[src/rtl/toaplan2_cen_pkg.sv]
// toaplan2_cen_pkg: shared width default and 96 MHz phase-increment constants
// for the Toaplan2 clock-enable generator.
package toaplan2_cen_pkg;
    localparam int W_DEF = 32;
    localparam logic [31:0] INC_13P5   = 32'd603979776;
    localparam logic [31:0] INC_6P75   = 32'd301989888;
    localparam logic [31:0] INC_3P375  = 32'd150994944;
    localparam logic [31:0] INC_1P6875 = 32'd75497472;
endpackage

[src/rtl/toaplan2_cen_ch.sv]
// toaplan2_cen_ch: one fractional clock-enable channel (accumulator, increment, mid-period strobe).
// Optional half-rate strobe when TOAPLAN2_CEN_HALF_EN is defined.
module toaplan2_cen_ch #(
    parameter int W = 32
) (
    input  logic         clk,
    input  logic         rst_n,
    input  logic [W-1:0] inc,
    input  logic         upd,
    input  logic         sync,
    input  logic         pause,
    output logic         cen,
    output logic         cenb,
    output logic         cenh
);
    logic [W-1:0] acc, inc_q, sum;
    logic         carry, run;
    assign {carry, sum} = {1'b0, acc} + {1'b0, inc_q};
    assign run = ~sync & ~pause;
    always_ff @(posedge clk or negedge rst_n)
        if (!rst_n) begin
            acc   <= '0;
            inc_q <= '0;
            cen   <= 1'b0;
            cenb  <= 1'b0;
        end else begin
            inc_q <= upd ? inc : inc_q;
            acc   <= sync ? '0 : (pause ? acc : sum);
            cen   <= run & carry;
            // mid-period: MSB rises without a wrap in the same add
            cenb  <= run & ~acc[W-1] & sum[W-1] & ~carry;
        end
`ifdef TOAPLAN2_CEN_HALF_EN
    logic half_t;
    always_ff @(posedge clk or negedge rst_n)
        if (!rst_n) begin
            half_t <= 1'b1;
            cenh   <= 1'b0;
        end else begin
            half_t <= sync ? 1'b1 : ((run & carry) ? ~half_t : half_t);
            cenh   <= run & carry & half_t;
        end
`else
    assign cenh = 1'b0;
`endif
endmodule

[src/rtl/toaplan2_cen_gen.sv]
// toaplan2_cen_gen: NCH-channel fractional clock-enable generator with shared UPD/SYNC.
// Define TOAPLAN2_CEN_HALF_EN to enable the half-rate CENH strobes.
module toaplan2_cen_gen
    import toaplan2_cen_pkg::*;
#(
    parameter int NCH = 5,
    parameter int W   = W_DEF
) (
    input  logic           CLK,
    input  logic           RESETn,
    input  logic [NCH*W-1:0] INC,
    input  logic           UPD,
    input  logic           SYNC,
    input  logic [NCH-1:0] PAUSE,
    output logic [NCH-1:0] CEN,
    output logic [NCH-1:0] CENB,
    output logic [NCH-1:0] CENH
);
    for (genvar i = 0; i < NCH; i++) begin : g_ch
        toaplan2_cen_ch #(.W(W)) u_ch (
            .clk  (CLK),
            .rst_n(RESETn),
            .inc  (INC[i*W +: W]),
            .upd  (UPD),
            .sync (SYNC),
            .pause(PAUSE[i]),
            .cen  (CEN[i]),
            .cenb (CENB[i]),
            .cenh (CENH[i])
        );
    end
endmodule

[config.mk]
export PLATFORM = sky130hd
export DESIGN_NAME = toaplan2_cen_gen
export DESIGN_NICKNAME = d
export VERILOG_FILES = /design/src/rtl/toaplan2_cen_pkg.sv /design/src/rtl/toaplan2_cen_ch.sv /design/src/rtl/toaplan2_cen_gen.sv
export SDC_FILE = /design/constraint.sdc
export NUM_CORES = 1
export LEC_CHECK = 0
export BUFFER_PORTS_ARGS = -buffer_cell sky130_fd_sc_hd__buf_2
export CORE_MARGIN = 4
export CORE_UTILIZATION = 55
export DETAILED_ROUTE_END_ITERATION = 16
export PLACE_DENSITY = 0.78
export SLEW_MARGIN = 5
export SYNTH_ARGS = -nofsm -noshare
export SYNTH_HDL_FRONTEND = slang
export SYNTH_SLANG_ARGS = --single-unit
[constraint.sdc]
create_clock -name CLK -period 2.95 [get_ports CLK]
set_clock_uncertainty 0.15 [all_clocks]
set_input_delay 0.1475 -clock CLK [delete_from_list [all_inputs] [get_ports CLK]]
set_output_delay 0.1475 -clock CLK [all_outputs]
set_load 0.005 [all_outputs]
==> flow_metrics.tcl, run 1 <==
set metrics [dict create \
    initial_utilization_pct 55.9 \
    worstPathCellList "ha_2, inv_2, fa_2, nor2b_4, o31a_1, o41ai_4, o311ai_2, or4b_4, a31oi_4, a21oi_2, a221o_1" \
    htreeDepth 2 \
    synthMuxAreaShare_pct 9.75 \
    synth_top_family_by_area "compound AO/OA/AOI/OAI gates" \
    io_buffers 178 \
    required_ns 3.23 \
    ys.flop_type "dfrtp_1" \
    hold_viol_final 0 \
    fin_crit_ns 3.08 \
    ys_seq_area_share_pct 40.1 \
    busiest_layer "met2" \
    fin_setup_tns_ns -0.403 \
    final_nets 2865 \
    hpwl_um 35100 \
    grt_antenna_before_repair 1 \
    row_count 70 \
    viasPerCell 5.91 \
    synth_edf_count 0 \
    ir_worst_vdd_v 0.000511 \
    synth_area_leader_cell "dfrtp_1" \
    worstSetupPathType "reg2reg" \
    num_vias 17869 \
    slew_headroom_pct 49.3 \
    intPower_mw 11.2 \
    synthAdderAreaFrac_pct 10.2 \
    worst_pin_slew_ns 0.761 \
    synth-compound-area-share_pct 18.6 \
    power_frac_comb_pct 38.7 \
    first_pass_iters 7 \
    synth-async-reset-ratio_pct 100 \
    design_area_um2 26300 \
    swShare_pct 34.4 \
    syn_avg_cell_area_um2 9.69 \
    synthDistinctLibCells 93 \
    p_seq_share_pct 32.8 \
    synth_seq_cells 330 \
    synth_top_cell_area_share_pct 40.1 \
    grt_usage_pct 26.0 \
    drtIter0Drc 1028 \
    yosys.area_share.simple_pct 13.6 \
    worstPathMaxFanout 2 \
    crit_arrival_ns 3.36 \
    cts_sinks 330 \
    cts_root_buf "clkbuf_16" \
    final_common_cell "dfrtp_1" \
    cts_tree "built" \
    fin_ws_ns -0.130 \
    outcome "complete, but fails checks" \
    path_buf_inv 1 \
    critical_path_cell_count 11 \
    cts_made_buffers 38 \
    area_growth_pct 27.9 \
    routedWlPerCell_um 18.3 \
    use_met2_pct 45.0 \
    path_delay_family "compound AO/OA/AOI/OAI gates" \
    mostFrequentLayoutCells "330 x dfrtp_1, 213 x nor2_1, 208 x a21oi_1" \
    p_leak_nw 12.2 \
    io_pins 184 \
    hold_path_depth 2 \
    die_x_um 201 \
    power_density_nw_per_um2 649 \
    syn_area_um2 20600 \
    clk_pin_slew_worst_paths_ns 0.06 \
    hp-class "in2reg" \
    fmax_mhz 325 \
    yosysWarnings 0 \
    preCtsSetupSlack_ns -0.232 \
    gp_congestion 0.928 \
    critPathCaptureType "flop" \
    max_stage_delay_ns 0.52 \
    routed_wl_um 55400 \
    antennaDiodeCount 0 \
    met3_usage_pct 4.35 \
    failed_checks "setup timing" \
    core-area_um2 36800 \
    grt_pass1_vias 18563 \
    setup_viol 6 \
    drive_gt1_share_pct 25.5 \
    place_area_um2 22400 \
    synth-xor-area-share_pct 4.85 \
    grt-ovfl-total 0 \
    grt_pass1_wl_um 89400 \
    finalNonFillerCells 3026 \
    drv_slew 0 \
    clkLatencyLatePin_ns 0.55 \
    pwr-share-clk_pct 28.4 \
    synth_area_leaders "dfrtp_1 40%, ha_1 9.7%, mux2_2 8.5%" \
    cp-start-kind "flop" \
    cap_violations 0 \
    cp_slowest_cell "or4b_4" \
    ant_nets 0 \
    dieArea_um2 40600 \
    drc 0 \
    p_switching_mw 5.88 \
    dpl.cell_count 2770 \
    grt_use_met1_pct 33.0 \
    rsz0062_at_grt "true" \
    syn_inst 2125 \
    fill_cells 2521 \
    die_y_um 201 \
    cts_buffer_depth 3 \
    finalCritPeriodShare_pct 104 \
    r2r_cells 11 \
    grt_start_max_net_pins 82 \
]
power by group through the flow:
stage	logic (mW)	clock network (mW)	registers, mW
floorplan	4.39	0	5.49
global placement	5.54	0	5.61
detailed placement	5.73	0	5.63
CTS	6.05	4.95	5.57
global route	7.30	5.16	5.68
finish	6.62	4.86	5.61
cell usage after synthesis, drive strengths merged, types with 28 or more instances:
library cell / instances
a21o: 68
nand3: 32
nor2: 214
nor2b: 28
o21ai: 95
ha: 160
mux2: 156
buf: 34
a21oi: 231
xor2: 40
clkbuf: 61
nand2: 181
inv: 43
dfrtp: 330
xnor2: 74
cell families (layout without fill, tap and decap cells):
| logic type | Yosys count | in the layout |
|---|---|---|
| AO/OA/AOI/OAI | 592 | 592 |
| XOR/XNOR | 114 | 114 |
| adder cells (fa/ha/maj) | 165 | 165 |
| buffers and inverters | 139 | 568 |
| flip-flops | 330 | 330 |
| multiplexers | 181 | 181 |
| other | 1 | 5 |
| AND/OR/NAND/NOR | 603 | 603 |
worst paths after layout:
path / startpoint / slack (ns) / endpoint
max: g_ch[4].u_ch.inc_q[0]$_DFFE_PN0P_ / -0.13 / g_ch[4].u_ch.acc[30]$_DFFE_PN0P_
min: UPD / 0.01 / g_ch[0].u_ch.inc_q[1]$_DFFE_PN0P_
max reg2reg: g_ch[4].u_ch.inc_q[0]$_DFFE_PN0P_ / -0.13 / g_ch[4].u_ch.acc[30]$_DFFE_PN0P_
min reg2reg: g_ch[4].u_ch.acc[31]$_DFFE_PN0P_ / 0.33 / g_ch[4].u_ch.cenb$_DFF_PN0_
max in group asynchronous: RESETn / 1.76 / g_ch[0].u_ch.inc_q[26]$_DFFE_PN0P_
min in group asynchronous: RESETn / 0.06 / g_ch[3].u_ch.inc_q[23]$_DFFE_PN0P_
stage by stage:
step                utilization, %  hold slack [ns]  power, mW
CTS                           69.5           0.0109       16.6
floorplan                        -           -0.298       9.89
finish                        71.6           0.0134       17.1
global placement              61.0           0.0617       11.1
detailed placement            61.0           0.0632       11.4
global route                  71.6           0.0470       18.1
metal layers:
layer  up-vias  share of wire (%)
li1       8517                  -
met1      8611                 41
met2       588                 50
met3       151                5.3
met4         2                3.4
met5         -              0.023
area by class of cell:
| type | count | area [um2] | area share (%) |
|---|---|---|---|
| clock buffers | 57 | 1160 | 4.39 |
| repair buffers | 457 | 3510 | 13.3 |
| multi-input cells | 1660 | 12500 | 47.6 |
| clock inverters | 10 | 128 | 0.485 |
| well taps | 468 | 586 | 2.22 |
| inverters | 44 | 165 | 0.627 |
| flip-flops and latches | 330 | 8260 | 31.4 |
registers in the layout, indices dropped and copies added, names as in the netlist:
signal / flops
g_ch.u_ch.inc_q: 160
g_ch.u_ch.acc: 160
g_ch.u_ch.cen: 5
g_ch.u_ch.cenb: 5
what timing repair did:
item	4_1_cts	5_1_grt
setup buffers	4	18
resized for setup	29	123
pin swaps	13	59
hold buffers	168	0
hold endpoints to repair	419	0
setup endpoints to repair	23	57
Note: power is estimated with default switching activity, not from simulation.
==> run 2, diff against run 1 <==
SETUP_SLACK_MARGIN = 0.2   (was unset)
==> run 2 against run 1 <==
Against the previous run:
- worst setup slack worse by 0.13 ns
- total power increased by 7.8%
- sequential power increased by 0.9%
- the flow still finishes with violations (setup timing)
- critical path depth rose by 1
- largest cell class unchanged
- hold slack better by 0.013 ns
- cell count is 2.8% higher
==> flow_metrics.tcl, run 2 (synthesis gave the netlist of run 1 again) <==
set metrics [dict create \
    outcome "complete, but fails checks" \
    failed_checks "setup timing" \
    r2r-end "g_ch[4].u_ch.acc[30]$_DFFE_PN0P_" \
    initial_utilization_pct 55.9 \
    routedWlPerCell_um 19.6 \
    max_stage_delay_ns 0.53 \
    mostFrequentLayoutCells "330 x dfrtp_1, 210 x nor2_1, 199 x dlygate4sd3_1" \
    hold_ws_ns 0.0262 \
    finalCritPeriodShare_pct 109 \
    hp-class "in2async" \
    final_nets 2949 \
    rrSetupSlack_ns -0.26 \
    slew_headroom_pct 34.3 \
    htreeDepth 2 \
    io_pins 184 \
    first_pass_iters 5 \
    fin_setup_tns_ns -1.33 \
    cp-start-kind "flop" \
    dpl.cell_count 2762 \
    crit_arrival_ns 3.49 \
    drtIter0Drc 1226 \
    grt_usage_pct 27.0 \
    die_y_um 201 \
    ir_worst_vdd_v 0.000569 \
    viasPerCell 6.10 \
    cts_tree "built" \
    die_x_um 201 \
    setup_viol 11 \
    path_buf_inv 2 \
    num_vias 18965 \
    cp_slowest_cell "or4b_4" \
    cts_sinks 330 \
    worstPathCellList "ha_2, inv_2, fa_2, nor2b_4, o31a_1, o41ai_2, buf_4, o311ai_4, or4b_4, a31oi_4, a21oi_2, a221o_1" \
    dieArea_um2 40600 \
    required_ns 3.23 \
    finalNonFillerCells 3111 \
    grt_pass1_wl_um 92500 \
    worstPathMaxFanout 3 \
    cts_made_buffers 38 \
    design_area_um2 28100 \
    core-area_um2 36800 \
    worstSetupPathType "reg2reg" \
    cts_buffer_depth 3 \
    worst_pin_slew_ns 0.986 \
    r2r_cells 12 \
    timing.critical_path.from "g_ch[4].u_ch.acc[0]$_DFFE_PN0P_" \
    fmax_mhz 311 \
    grt_antenna_before_repair 2 \
    rsz0062_at_grt "true" \
    p_leak_nw 12.9 \
    grt_pass1_vias 18820 \
    drc 0 \
    area_growth_pct 36.7 \
    hold_viol_final 0 \
    critPathCaptureType "flop" \
    io_buffers 178 \
    antennaDiodeCount 0 \
    drive_gt1_share_pct 31.3 \
    fin_crit_ns 3.21 \
    drv_slew 0 \
    cap_violations 0 \
    fin_ws_ns -0.264 \
    clk_pin_slew_worst_paths_ns 0.06 \
    fin_util_pct 76.5 \
    reg_top3 "g_ch.u_ch.acc x160, g_ch.u_ch.inc_q x160" \
    routed_wl_um 61000 \
    grt_start_max_net_pins 67 \
    power_density_nw_per_um2 655 \
    path_delay_family "compound AO/OA/AOI/OAI gates" \
    hpwl_um 35100 \
    grt-ovfl-total 0 \
    row_count 70 \
    final_common_cell "dfrtp_1" \
    cts_root_buf "clkbuf_16" \
    gp_congestion 0.932 \
    ant_nets 0 \
    clkLatencyLatePin_ns 0.55 \
    place_area_um2 22400 \
    r2r-start "g_ch[4].u_ch.acc[0]$_DFFE_PN0P_" \
]
## run 2: worst max-delay path by stage
| stage | cells after the start | slack [ns] | end |
|---|---|---|---|
| global route | 13 | -0.33 | g_ch[4].u_ch.cenb$_DFF_PN0_ |
| CTS | 12 | -0.14 | g_ch[4].u_ch.acc[30]$_DFFE_PN0P_ |
| detailed placement | 12 | -0.23 | g_ch[4].u_ch.acc[30]$_DFFE_PN0P_ |
| finish | 12 | -0.26 | g_ch[4].u_ch.acc[30]$_DFFE_PN0P_ |
| floorplan | 11 | 0.07 | g_ch[4].u_ch.acc[30]$_DFFE_PN0P_ |
| global placement | 12 | -0.16 | g_ch[4].u_ch.acc[30]$_DFFE_PN0P_ |
## run 2: timing repair
action                     4_1_cts  5_1_grt
setup endpoints to repair       68       88
hold buffers                   199        0
hold endpoints to repair       498        0
pin swaps                       85      150
setup buffers                   32       50
resized for setup              136      226
## run 2: area by class of cell
class | instances | area (um2)
multi-input combinational | 1660 | 13500
fill | 2227 | 8640
sequential | 330 | 8260
timing repair buffer | 541 | 4300
clock buffer | 58 | 1160
tap | 468 | 586
clock inverter | 10 | 184
inverter | 44 | 165
## run 2: metrics by stage
step           total power [mW]  setup slack [ns]
2_1_floorplan              9.91            0.0736
3_3_place_gp               11.1            -0.158
3_5_place_dp               11.3            -0.232
4_1_cts                    17.2            -0.141
5_1_grt                    19.4            -0.331
6_report                   18.4            -0.264
## run 2: report_power, final
group          internal [mW]  switching, mW
clock network           3.15           1.95
registers               5.16          0.503
logic                   3.63           4.04
## run 2: layer usage
layer | vias up | GRT usage [%] | part of all wire (%)
met5 | - | 0 | 0.036
met4 | 4 | 10.9 | 4.2
met3 | 207 | 4.05 | 6.0
met2 | 785 | 46.3 | 50
met1 | 9262 | 34.5 | 40
li1 | 8707 | - | -
